`config.mk`:
```
export PLATFORM = sky130hd
export DESIGN_NAME = pixel_color_stage_flat
export DESIGN_NICKNAME = d
export VERILOG_FILES = /design/src/rtl/pixel_color_stage_if.sv /design/src/rtl/pixel_color_stage.sv /design/src/flat_wrapper.sv
export SDC_FILE = /design/constraint.sdc
export NUM_CORES = 1
export LEC_CHECK = 0
export CELL_PAD_IN_SITES_DETAIL_PLACEMENT = 0
export CELL_PAD_IN_SITES_GLOBAL_PLACEMENT = 1
export CORE_MARGIN = 2
export CORE_UTILIZATION = 24
export DETAILED_ROUTE_END_ITERATION = 7
export PLACE_DENSITY_LB_ADDON = 0.25
export SLEW_MARGIN = 10
export SYNTH_ARGS = -nofsm -noshare
export SYNTH_HDL_FRONTEND = slang
export SYNTH_SLANG_ARGS = --single-unit
```
`constraint.sdc`:
```
create_clock -name clk -period 1.3 [get_ports clk]
set_input_delay 0.13 -clock clk [delete_from_list [all_inputs] [get_ports clk]]
set_output_delay 0.13 -clock clk [all_outputs]
set_load 0.01 [all_outputs]
```
`src/rtl/pixel_color_stage_if.sv`:
```
// Signal bundle between the pixel fetch/timing logic, the palette RAM ports,
// the host write port and the DAC side of the pixel colour stage.
interface pixel_color_stage_if;
    logic        in_valid;
    logic [7:0]  in_index;
    logic        in_blank;
    logic        in_vblank;
    logic        in_hsync;
    logic        in_vsync;
    logic        pal_rd_n;
    logic [7:0]  pal_rd_addr;
    logic [15:0] pal_rd_data;
    logic        pal_wr_n;
    logic [7:0]  pal_wr_addr;
    logic [15:0] pal_wr_data;
    logic        host_wr_req;
    logic [7:0]  host_wr_addr;
    logic [15:0] host_wr_data;
    logic        host_wr_busy;
    logic        host_wr_done;
    logic [3:0]  out_r;
    logic [3:0]  out_g;
    logic [3:0]  out_b;
    logic        out_hsync;
    logic        out_vsync;
    logic        out_de;
    logic        out_underflow;

    modport master (
        output in_valid, in_index, in_blank, in_vblank, in_hsync, in_vsync,
        input  pal_rd_n, pal_rd_addr,
        output pal_rd_data,
        input  pal_wr_n, pal_wr_addr, pal_wr_data,
        output host_wr_req, host_wr_addr, host_wr_data,
        input  host_wr_busy, host_wr_done,
        input  out_r, out_g, out_b, out_hsync, out_vsync, out_de, out_underflow
    );

    modport slave (
        input  in_valid, in_index, in_blank, in_vblank, in_hsync, in_vsync,
        output pal_rd_n, pal_rd_addr,
        input  pal_rd_data,
        output pal_wr_n, pal_wr_addr, pal_wr_data,
        input  host_wr_req, host_wr_addr, host_wr_data,
        output host_wr_busy, host_wr_done,
        output out_r, out_g, out_b, out_hsync, out_vsync, out_de, out_underflow
    );
endinterface

```
`src/rtl/pixel_color_stage.sv`:
```
// Pixel output stage: palette lookup pipeline with matched sync/DE delay, plus a
// one-entry host write buffer that commits to the palette during vertical blank.
module pixel_color_stage #(
    parameter int          PAL_LAT      = 1,
    parameter bit          WR_ANYTIME   = 1'b0,
    parameter logic [11:0] BORDER_COLOR = 12'h000
) (
    input  logic                 clk,
    input  logic                 rst,
    pixel_color_stage_if.slave   bus
);
    localparam int L = 2 + PAL_LAT;
    // Carried-signal stages; the output register is the final stage.
    localparam int D = L - 1;

    typedef enum logic [1:0] {
        WR_IDLE  = 2'd0,
        WR_PEND  = 2'd1,
        WR_WRITE = 2'd2
    } wr_state_t;

    logic [D-1:0] r_hs_d;
    logic [D-1:0] r_vs_d;
    logic [D-1:0] r_blank_d;
    logic [D-1:0] r_valid_d;
    logic         r_rd_n;
    logic [7:0]   r_rd_addr;
    logic [11:0]  r_out_rgb;
    logic         r_out_hs;
    logic         r_out_vs;
    logic         r_out_de;
    logic         r_out_uf;

    wr_state_t    r_wr_state;
    logic         r_wr_n;
    logic [7:0]   r_wr_addr;
    logic [15:0]  r_wr_data;
    logic         r_busy;
    logic         r_done;

    logic [11:0]  w_rgb;
    logic         w_de;
    logic         w_uf;
    logic         w_unused;

    assign w_unused = &{1'b0, bus.pal_rd_data[15:12]};

    // Pixel selection for the stage whose palette data is arriving this cycle.
    always_comb begin
        w_rgb = 12'h000;
        w_de  = 1'b0;
        w_uf  = 1'b0;
        if (r_blank_d[D-1]) begin
            w_rgb = 12'h000;
            w_de  = 1'b0;
            w_uf  = 1'b0;
        end else if (r_valid_d[D-1]) begin
            w_rgb = bus.pal_rd_data[11:0];
            w_de  = 1'b1;
            w_uf  = 1'b0;
        end else begin
            w_rgb = BORDER_COLOR;
            w_de  = 1'b1;
            w_uf  = 1'b1;
        end
    end

    // Read pipeline: palette address issue, sync/blank delay line, output register.
    always_ff @(posedge clk) begin
        if (rst) begin
            r_hs_d    <= '0;
            r_vs_d    <= '0;
            r_blank_d <= '0;
            r_valid_d <= '0;
            r_rd_n    <= 1'b1;
            r_rd_addr <= 8'h00;
            r_out_rgb <= 12'h000;
            r_out_hs  <= 1'b0;
            r_out_vs  <= 1'b0;
            r_out_de  <= 1'b0;
            r_out_uf  <= 1'b0;
        end else begin
            r_hs_d    <= {r_hs_d[D-2:0], bus.in_hsync};
            r_vs_d    <= {r_vs_d[D-2:0], bus.in_vsync};
            r_blank_d <= {r_blank_d[D-2:0], bus.in_blank};
            r_valid_d <= {r_valid_d[D-2:0], bus.in_valid};
            // Address holds its last value while no read is issued.
            if (bus.in_valid && !bus.in_blank) begin
                r_rd_n    <= 1'b0;
                r_rd_addr <= bus.in_index;
            end else begin
                r_rd_n    <= 1'b1;
            end
            r_out_rgb <= w_rgb;
            r_out_hs  <= r_hs_d[D-1];
            r_out_vs  <= r_vs_d[D-1];
            r_out_de  <= w_de;
            r_out_uf  <= w_uf;
        end
    end

    // Host write buffer FSM: latch one request, wait for vblank, write one cycle, report done.
    always_ff @(posedge clk) begin
        if (rst) begin
            r_wr_state <= WR_IDLE;
            r_wr_n     <= 1'b1;
            r_wr_addr  <= 8'h00;
            r_wr_data  <= 16'h0000;
            r_busy     <= 1'b0;
            r_done     <= 1'b0;
        end else begin
            r_done <= 1'b0;
            case (r_wr_state)
                WR_IDLE: begin
                    r_wr_n <= 1'b1;
                    if (bus.host_wr_req) begin
                        r_wr_addr  <= bus.host_wr_addr;
                        r_wr_data  <= bus.host_wr_data;
                        r_busy     <= 1'b1;
                        r_wr_state <= WR_PEND;
                    end else begin
                        r_busy     <= 1'b0;
                    end
                end
                WR_PEND: begin
                    r_busy <= 1'b1;
                    if (bus.in_vblank || WR_ANYTIME) begin
                        r_wr_n     <= 1'b0;
                        r_wr_state <= WR_WRITE;
                    end else begin
                        r_wr_n     <= 1'b1;
                    end
                end
                WR_WRITE: begin
                    // Committed regardless of in_vblank now.
                    r_wr_n     <= 1'b1;
                    r_busy     <= 1'b0;
                    r_done     <= 1'b1;
                    r_wr_state <= WR_IDLE;
                end
                default: begin
                    r_wr_n     <= 1'b1;
                    r_busy     <= 1'b0;
                    r_wr_state <= WR_IDLE;
                end
            endcase
        end
    end

    assign bus.pal_rd_n      = r_rd_n;
    assign bus.pal_rd_addr   = r_rd_addr;
    assign bus.pal_wr_n      = r_wr_n;
    assign bus.pal_wr_addr   = r_wr_addr;
    assign bus.pal_wr_data   = r_wr_data;
    assign bus.host_wr_busy  = r_busy;
    assign bus.host_wr_done  = r_done;
    assign bus.out_r         = r_out_rgb[11:8];
    assign bus.out_g         = r_out_rgb[7:4];
    assign bus.out_b         = r_out_rgb[3:0];
    assign bus.out_hsync     = r_out_hs;
    assign bus.out_vsync     = r_out_vs;
    assign bus.out_de        = r_out_de;
    assign bus.out_underflow = r_out_uf;
endmodule

```
`src/flat_wrapper.sv`:
```
// flat-port wrapper written by rule: the top's interface ports become plain ports
module pixel_color_stage_flat 
#(
    parameter int          PAL_LAT      = 1,
    parameter bit          WR_ANYTIME   = 1'b0,
    parameter logic [11:0] BORDER_COLOR = 12'h000
)
  (clk, rst, bus_in_valid, bus_in_index, bus_in_blank, bus_in_vblank, bus_in_hsync, bus_in_vsync, bus_pal_rd_n, bus_pal_rd_addr, bus_pal_rd_data, bus_pal_wr_n, bus_pal_wr_addr, bus_pal_wr_data, bus_host_wr_req, bus_host_wr_addr, bus_host_wr_data, bus_host_wr_busy, bus_host_wr_done, bus_out_r, bus_out_g, bus_out_b, bus_out_hsync, bus_out_vsync, bus_out_de, bus_out_underflow);
  pixel_color_stage_if bus_i ();
  input  logic clk;
  input  logic rst;
  input wire logic [$bits(bus_i.in_valid)-1:0] bus_in_valid;
  input wire logic [$bits(bus_i.in_index)-1:0] bus_in_index;
  input wire logic [$bits(bus_i.in_blank)-1:0] bus_in_blank;
  input wire logic [$bits(bus_i.in_vblank)-1:0] bus_in_vblank;
  input wire logic [$bits(bus_i.in_hsync)-1:0] bus_in_hsync;
  input wire logic [$bits(bus_i.in_vsync)-1:0] bus_in_vsync;
  output wire logic [$bits(bus_i.pal_rd_n)-1:0] bus_pal_rd_n;
  output wire logic [$bits(bus_i.pal_rd_addr)-1:0] bus_pal_rd_addr;
  input wire logic [$bits(bus_i.pal_rd_data)-1:0] bus_pal_rd_data;
  output wire logic [$bits(bus_i.pal_wr_n)-1:0] bus_pal_wr_n;
  output wire logic [$bits(bus_i.pal_wr_addr)-1:0] bus_pal_wr_addr;
  output wire logic [$bits(bus_i.pal_wr_data)-1:0] bus_pal_wr_data;
  input wire logic [$bits(bus_i.host_wr_req)-1:0] bus_host_wr_req;
  input wire logic [$bits(bus_i.host_wr_addr)-1:0] bus_host_wr_addr;
  input wire logic [$bits(bus_i.host_wr_data)-1:0] bus_host_wr_data;
  output wire logic [$bits(bus_i.host_wr_busy)-1:0] bus_host_wr_busy;
  output wire logic [$bits(bus_i.host_wr_done)-1:0] bus_host_wr_done;
  output wire logic [$bits(bus_i.out_r)-1:0] bus_out_r;
  output wire logic [$bits(bus_i.out_g)-1:0] bus_out_g;
  output wire logic [$bits(bus_i.out_b)-1:0] bus_out_b;
  output wire logic [$bits(bus_i.out_hsync)-1:0] bus_out_hsync;
  output wire logic [$bits(bus_i.out_vsync)-1:0] bus_out_vsync;
  output wire logic [$bits(bus_i.out_de)-1:0] bus_out_de;
  output wire logic [$bits(bus_i.out_underflow)-1:0] bus_out_underflow;
  assign bus_i.in_valid = bus_in_valid;
  assign bus_i.in_index = bus_in_index;
  assign bus_i.in_blank = bus_in_blank;
  assign bus_i.in_vblank = bus_in_vblank;
  assign bus_i.in_hsync = bus_in_hsync;
  assign bus_i.in_vsync = bus_in_vsync;
  assign bus_pal_rd_n = bus_i.pal_rd_n;
  assign bus_pal_rd_addr = bus_i.pal_rd_addr;
  assign bus_i.pal_rd_data = bus_pal_rd_data;
  assign bus_pal_wr_n = bus_i.pal_wr_n;
  assign bus_pal_wr_addr = bus_i.pal_wr_addr;
  assign bus_pal_wr_data = bus_i.pal_wr_data;
  assign bus_i.host_wr_req = bus_host_wr_req;
  assign bus_i.host_wr_addr = bus_host_wr_addr;
  assign bus_i.host_wr_data = bus_host_wr_data;
  assign bus_host_wr_busy = bus_i.host_wr_busy;
  assign bus_host_wr_done = bus_i.host_wr_done;
  assign bus_out_r = bus_i.out_r;
  assign bus_out_g = bus_i.out_g;
  assign bus_out_b = bus_i.out_b;
  assign bus_out_hsync = bus_i.out_hsync;
  assign bus_out_vsync = bus_i.out_vsync;
  assign bus_out_de = bus_i.out_de;
  assign bus_out_underflow = bus_i.out_underflow;
  pixel_color_stage #(.PAL_LAT(PAL_LAT), .WR_ANYTIME(WR_ANYTIME), .BORDER_COLOR(BORDER_COLOR)) u_core (.clk(clk), .rst(rst), .bus(bus_i));
endmodule
```
==> flow_summary.yaml, run 1 <==
outcome:
  status: "complete, no violations"
drt:
  wl_mm: 4.61
  vias: 1660
  wl_per_cell_um: 11.2
  drcViolationCount: 0
  final_antenna_net_count: 0
  routed_via_density: 4.03
  first_pass_iters: 4
  drt_iter0_drc: 38
worst_setup_path:
  worst-setup-path-type: "flop to flop"
  crit_arrival_ns: 1.42
  cp_data_required_time_ns: 1.51
  endpoint_kind: "flop"
  worstPathMaxFanout: 24
  start_kind: "flop"
clock_network:
  cts_root_buf: "clkbuf_8"
  numClockSinks: 62
  cts_tree: "built"
  clock_latency_ns: 0.33
  post_cts_buffers: 0
  clock_path_buffers: 2
  htree_levels: 3
  cts_hold_buf: 0
  cts_buffers: 9
  cts.reportedPaths.clkPinSlew_ns: 0.07
global_routing:
  grt_max_degree: 47
  use_met2_pct: 17.4
  grt.overflow.total: 0
  busiest_layer: "met2"
  track_usage_pct: 10.5
  grt_pass1_vias: 1537
  antenna_found_initial: 0
  use_met1_pct: 11.2
  grt_pass1_wl_mm: 7.08
  met3_usage_pct: 4.90
synth:
  synth_xor_area_share_pct: 0
  synth_cells: 199
  yosys_warnings: 0
  synth_top_family_by_area: "simple AND/OR/NAND/NOR gates"
  synth_seq_cells: 62
  synth_compound_area_share_pct: 6.55
  synth_area_mm2: 0.00195
  synth_fp_nets: 255
  seq_area_frac_synth_pct: 63.7
  synthAdderAreaFrac_pct: 0
  muxShareOfSynthArea_pct: 4.62
  synth.avg_cell_area_um2: 9.79
  synthSimpleGateAreaFrac_pct: 21.2
  synthDistinctLibCells: 17
timing:
  tightest_slew_ns: 0.652
  setup_viol: 0
  fin_crit_sh_pct: 92.4
  fmax_ghz: 0.832
  fin_tns_setup_ns: 0
  rsz0062_at_grt: "no"
  fin_crit_ns: 1.20
  max-slew-margin-rel_pct: 56.4
  clock_skew_ns: 0.00332
  hold_viol: 0
  slew_viol_final: 0
die:
  initial_core_util_pct: 25.0
  fp-row-count: 32
  io_pins: 108
  core_area_mm2: 0.00781
  die_h_um: 94.1
  die_x_um: 94.1
  die_area_mm2: 0.00885
placement:
  place_congestion: 0.721
  portBuffers: 103
  dp_hpwl_mm: 3.10
finish:
  nets: 361
  area_growth_pct: 66.0
  diodes: 0
  final_cell_mix: "dfxtp_1, dlygate4sd2_1, clkdlybuf4s50_1"
  drive_gt1_share_pct: 7.10
  final_common_cell: "dfxtp_1"
  final_core_util_pct: 41.4
worst_hold_path:
  hp-class: "primary input to flop"
pwr:
  cellLeakagePower_nw: 1.49
  power.density_mw_per_mm2: 1280
  ir_drop_mv: 0.411
run:
  maxCapViolations: 0
-- flip-flops by register name, summed over array words and instances, names as in the netlist, 2 cells and up --
name	flops
u_core.bus.pal_wr_data	16
u_core.r_out_rgb	12
u_core.bus.pal_rd_addr	8
u_core.bus.pal_wr_addr	8
u_core.r_blank_d	2
u_core.r_hs_d	2
u_core.r_valid_d	2
u_core.r_vs_d	2
u_core.r_wr_state	2
-- per-layer routing --
metal | wire length [µm] | up-vias
met3 | 397 | 7
met1 | 1960 | 741
met5 | 0 | -
met2 | 2160 | 60
met4 | 97 | 0
li1 | - | 852
-- synth_stat cells --
master / count / area, µm²
nor2b_1: 11 / 68.8
nand2_1: 48 / 180
or3b_1: 1 / 8.76
a21oi_1: 24 / 120
inv_1: 2 / 7.51
dfxtp_1: 62 / 1240
nand2b_1: 1 / 6.26
buf_6: 2 / 22.5
o21a_1: 1 / 7.51
buf_2: 4 / 20.0
nor3_1: 2 / 10.0
nor3b_2: 1 / 12.5
and3_1: 13 / 81.3
mux2i_1: 9 / 90.1
nor2_1: 10 / 37.5
nor3b_1: 1 / 7.51
clkbuf_1: 7 / 26.3
-- final timing paths --
kind / start / endpoint / slack (ns) / cells past startpoint
setup reg to reg: u_core.r_wr_state[1]$_SDFFE_PP0P_ / u_core.bus.pal_wr_addr[7]$_SDFFE_PP0P_ / 0.1 / 4
hold / removal: rst / u_core.bus.out_de$_SDFF_PP0_ / 0.16 / 2
hold reg to reg: u_core.r_blank_d[1]$_SDFF_PP0_ / u_core.bus.out_underflow$_SDFF_PP0_ / 0.42 / 1
setup / recovery: u_core.r_wr_state[1]$_SDFFE_PP0P_ / u_core.bus.pal_wr_addr[7]$_SDFFE_PP0P_ / 0.1 / 4
-- cells by family after synthesis --
| family | Yosys count |
|---|---|
| buffers and inverters | 15 |
| DFF | 62 |
| AOI/OAI and AO/OA | 25 |
| and+or+nand+nor | 88 |
| muxes | 9 |
-- critical path, stage by stage (launching register included) --
cell	delay [ns]
dfxtp_1	0.35
or3b_1	0.43
buf_12	0.18
nand2_1	0.07
a21oi_1	0.06
-- area by class of cell --
cell class	instances	area, µm²
clock buffers	10	128
clock inverters	6	62.6
fillers	812	4570
inverters	2	7.51
multi-input cells	122	631
flip-flops and latches	62	1240
well taps	102	128
repair buffers	108	1040
-- stage by stage --
| stage | std cells | worst slack, ns | instance area (µm²) | hold slack (ns) | total power [mW] |
|---|---|---|---|---|---|
| CTS | 412 | 0.0876 | 3230 | 0.151 | 4.23 |
| detailed placement | 396 | -0.186 | 3110 | 0.407 | 2.63 |
| finish | 412 | 0.0983 | 3230 | 0.160 | 4.14 |
| global route | 412 | 0.0156 | 3230 | 0.182 | 4.35 |
| floorplan | 199 | 0.105 | 1950 | 0.231 | 2.27 |
| global placement | 396 | -0.169 | 3110 | 0.405 | 2.63 |
-- repair_timing --
item | in CTS | in global routing
hold endpoints to repair | 0 | 0
setup endpoints to repair | 52 | 0
resized for setup | 52 | 0
-- power by group --
part,internal [mW],switching (mW)
clock network,0.878,0.738
registers,1.99,0.0365
logic,0.292,0.207
Note: power is estimated with default switching activity, not from simulation.
==> inputs of run 2 (changes only) <==
CORE_UTILIZATION = 32   (was 24)
DONT_BUFFER_PORTS = 1   (was not set)
==> run 2 against run 1 <==
First-iteration DRC count rose by 5.3%. Core utilization is 5.7 points higher. Fmax shrank 0.66%. Setup slack got worse by 0.0079 ns. Clock power up 7%. Critical path type unchanged. Critical endpoint is now u_core.bus.pal_wr_data[15]$_SDFFE_PP0P_.
==> flow_summary.yaml, run 2 (synthesized netlist as in run 1, its figures left out) <==
drt:
  vias: 1539
  final_antenna_net_count: 0
  routed_via_density: 4.62
  wl_mm: 4.42
  drt_iter0_drc: 40
  drcViolationCount: 0
  highest_layer: "met4"
  wl_per_cell_um: 13.3
  met1_length_mm: 1.65
  first_pass_iters: 4
  route.met3.wl_um: 420
  wl_met2_mm: 2.26
pwr:
  cellLeakagePower_nw: 1.14
  total_power_mw: 4.15
  ir_drop_mv: 0.722
  power.density_mw_per_mm2: 1500
worst_setup_path:
  crit_arrival_ns: 1.47
  slowest_delay_ns: 0.33
  path_buf_inv: 2
  path_cells: "buf_4 -> nor3b_2 -> buf_12 -> nand2_1 -> a21oi_1"
  r2r_end: "u_core.bus.pal_wr_data[15]$_SDFFE_PP0P_"
  cp_data_required_time_ns: 1.56
  start_kind: "flop"
  r2r_setup_slack_ns: 0.09
  cpLargestDelayFamily: "buffers and inverters"
  worstPathMaxFanout: 24
  reg2reg_from: "u_core.r_wr_state[0]$_SDFFE_PP0P_"
  worstRegToRegCells: 5
  cp_slowest_cell: "dfxtp_1"
  endpoint_kind: "flop"
  cp.depth: 5
  worst-setup-path-type: "flop to flop"
global_routing:
  grt_pass1_vias: 1404
  antenna_found_initial: 0
  grt_max_degree: 47
  grt_pass1_wl_mm: 6.52
  grt.overflow.total: 0
  track_usage_pct: 13.4
clock_network:
  cts_buffers: 9
  cts_root_buf: "clkbuf_8"
  htree_levels: 3
  cts.reportedPaths.clkPinSlew_ns: 0.06
  post_cts_buffers: 0
  numClockSinks: 62
  clock_path_buffers: 2
  clock_latency_ns: 0.33
  cts_hold_buf: 51
  cts_tree: "built"
  cts-resized-gates: 0
finish:
  nets: 310
  largest_reg_flops: 16
  diodes: 0
  area_growth_pct: 42.3
  final_core_util_pct: 47.1
  final_cell_mix: "dfxtp_1, dlygate4sd3_1, nand2_1"
  drive_gt1_share_pct: 8.91
  final_common_cell: "dfxtp_1"
placement:
  portBuffers: 0
  dp_hpwl_mm: 2.64
  place_congestion: 0.563
timing:
  setup_viol: 0
  max-slew-margin-rel_pct: 78.9
  fin_crit_sh_pct: 93.0
  slew_viol_final: 0
  fin_crit_ns: 1.21
  hold_viol: 0
  clock_skew_ns: 0.00661
  fmax_ghz: 0.827
  fin_tns_setup_ns: 0
  rsz0062_at_grt: "no"
  tightest_slew_ns: 0.316
worst_hold_path:
  hold_start: "bus_host_wr_req"
  hp-class: "primary input to flop"
  worst_hold_path.endpoint: "u_core.r_wr_state[0]$_SDFFE_PP0P_"
  hold-path-cell-count: 2
die:
  core_area_mm2: 0.00589
  initial_core_util_pct: 33.1
  die_x_um: 82.0
  fp-row-count: 28
  die_h_um: 82.0
  die_area_mm2: 0.00673
  io_pins: 108
outcome:
  status: "complete, no violations"
run:
  maxCapViolations: 0
## run 2: cell types whose count changed in the layout (fill, tap and decap cells not counted)
cell | before | now
clkbuf_8 | 9 | 12
buf_2 | 1 | 0
clkinv_2 | 2 | 1
dlygate4sd2_1 | 52 | 0
clkinvlp_4 | 3 | 1
clkbuf_1 | 1 | 0
buf_4 | 2 | 4
dlygate4sd3_1 | 0 | 50
clkdlybuf4s50_1 | 50 | 0
## run 2: worst max-delay path by stage
stage | from | slack, ns | end
after floorplan | u_core.r_wr_state[1]$_SDFFE_PP0P_ | 0.11 | u_core.bus.pal_wr_addr[2]$_SDFFE_PP0P_
after global placement | u_core.r_wr_state[0]$_SDFFE_PP0P_ | 0.18 | u_core.bus.pal_wr_data[9]$_SDFFE_PP0P_
after detailed placement | u_core.r_wr_state[0]$_SDFFE_PP0P_ | 0.11 | u_core.bus.pal_wr_data[13]$_SDFFE_PP0P_
after CTS | u_core.r_wr_state[0]$_SDFFE_PP0P_ | 0.11 | u_core.bus.pal_wr_data[15]$_SDFFE_PP0P_
after global routing | u_core.r_wr_state[0]$_SDFFE_PP0P_ | 0.001 | u_core.bus.pal_wr_data[7]$_SDFFE_PP0P_
final | u_core.r_wr_state[0]$_SDFFE_PP0P_ | 0.09 | u_core.bus.pal_wr_data[15]$_SDFFE_PP0P_
## run 2: metrics by stage
step	cell area (µm²)	instances	hold WS, ns	setup slack [ns]
6_report	2770	333	0.0200	0.0904
5_1_grt	2770	333	0.00910	0.00104
4_1_cts	2770	333	0.00583	0.111
3_5_place_dp	2040	267	0.208	0.113
3_3_place_gp	2040	267	0.206	0.179
2_1_floorplan	1950	199	0.231	0.105
## run 2: area by class of cell
cell class              instances  area (µm²)
clock buffers                  12         165
fillers                       559        3110
flip-flops and latches         62        1240
well taps                      75        93.8
multi-input cells             122         631
clock inverters                 3        42.5
repair buffers                 57         591
inverters                       2        7.51
## run 2: power breakdown
group	internal [mW]	leakage, nW	switching [mW]
clock network	1.03	0.104	0.701
logic	0.197	0.528	0.144
registers	1.99	0.508	0.0886
## run 2: layer usage
layer  GRT usage [%]  up-vias
met4            7.67        0
li1                -      754
met1            14.0      706
met3            6.48        9
met2            21.9       70
met5               0        -
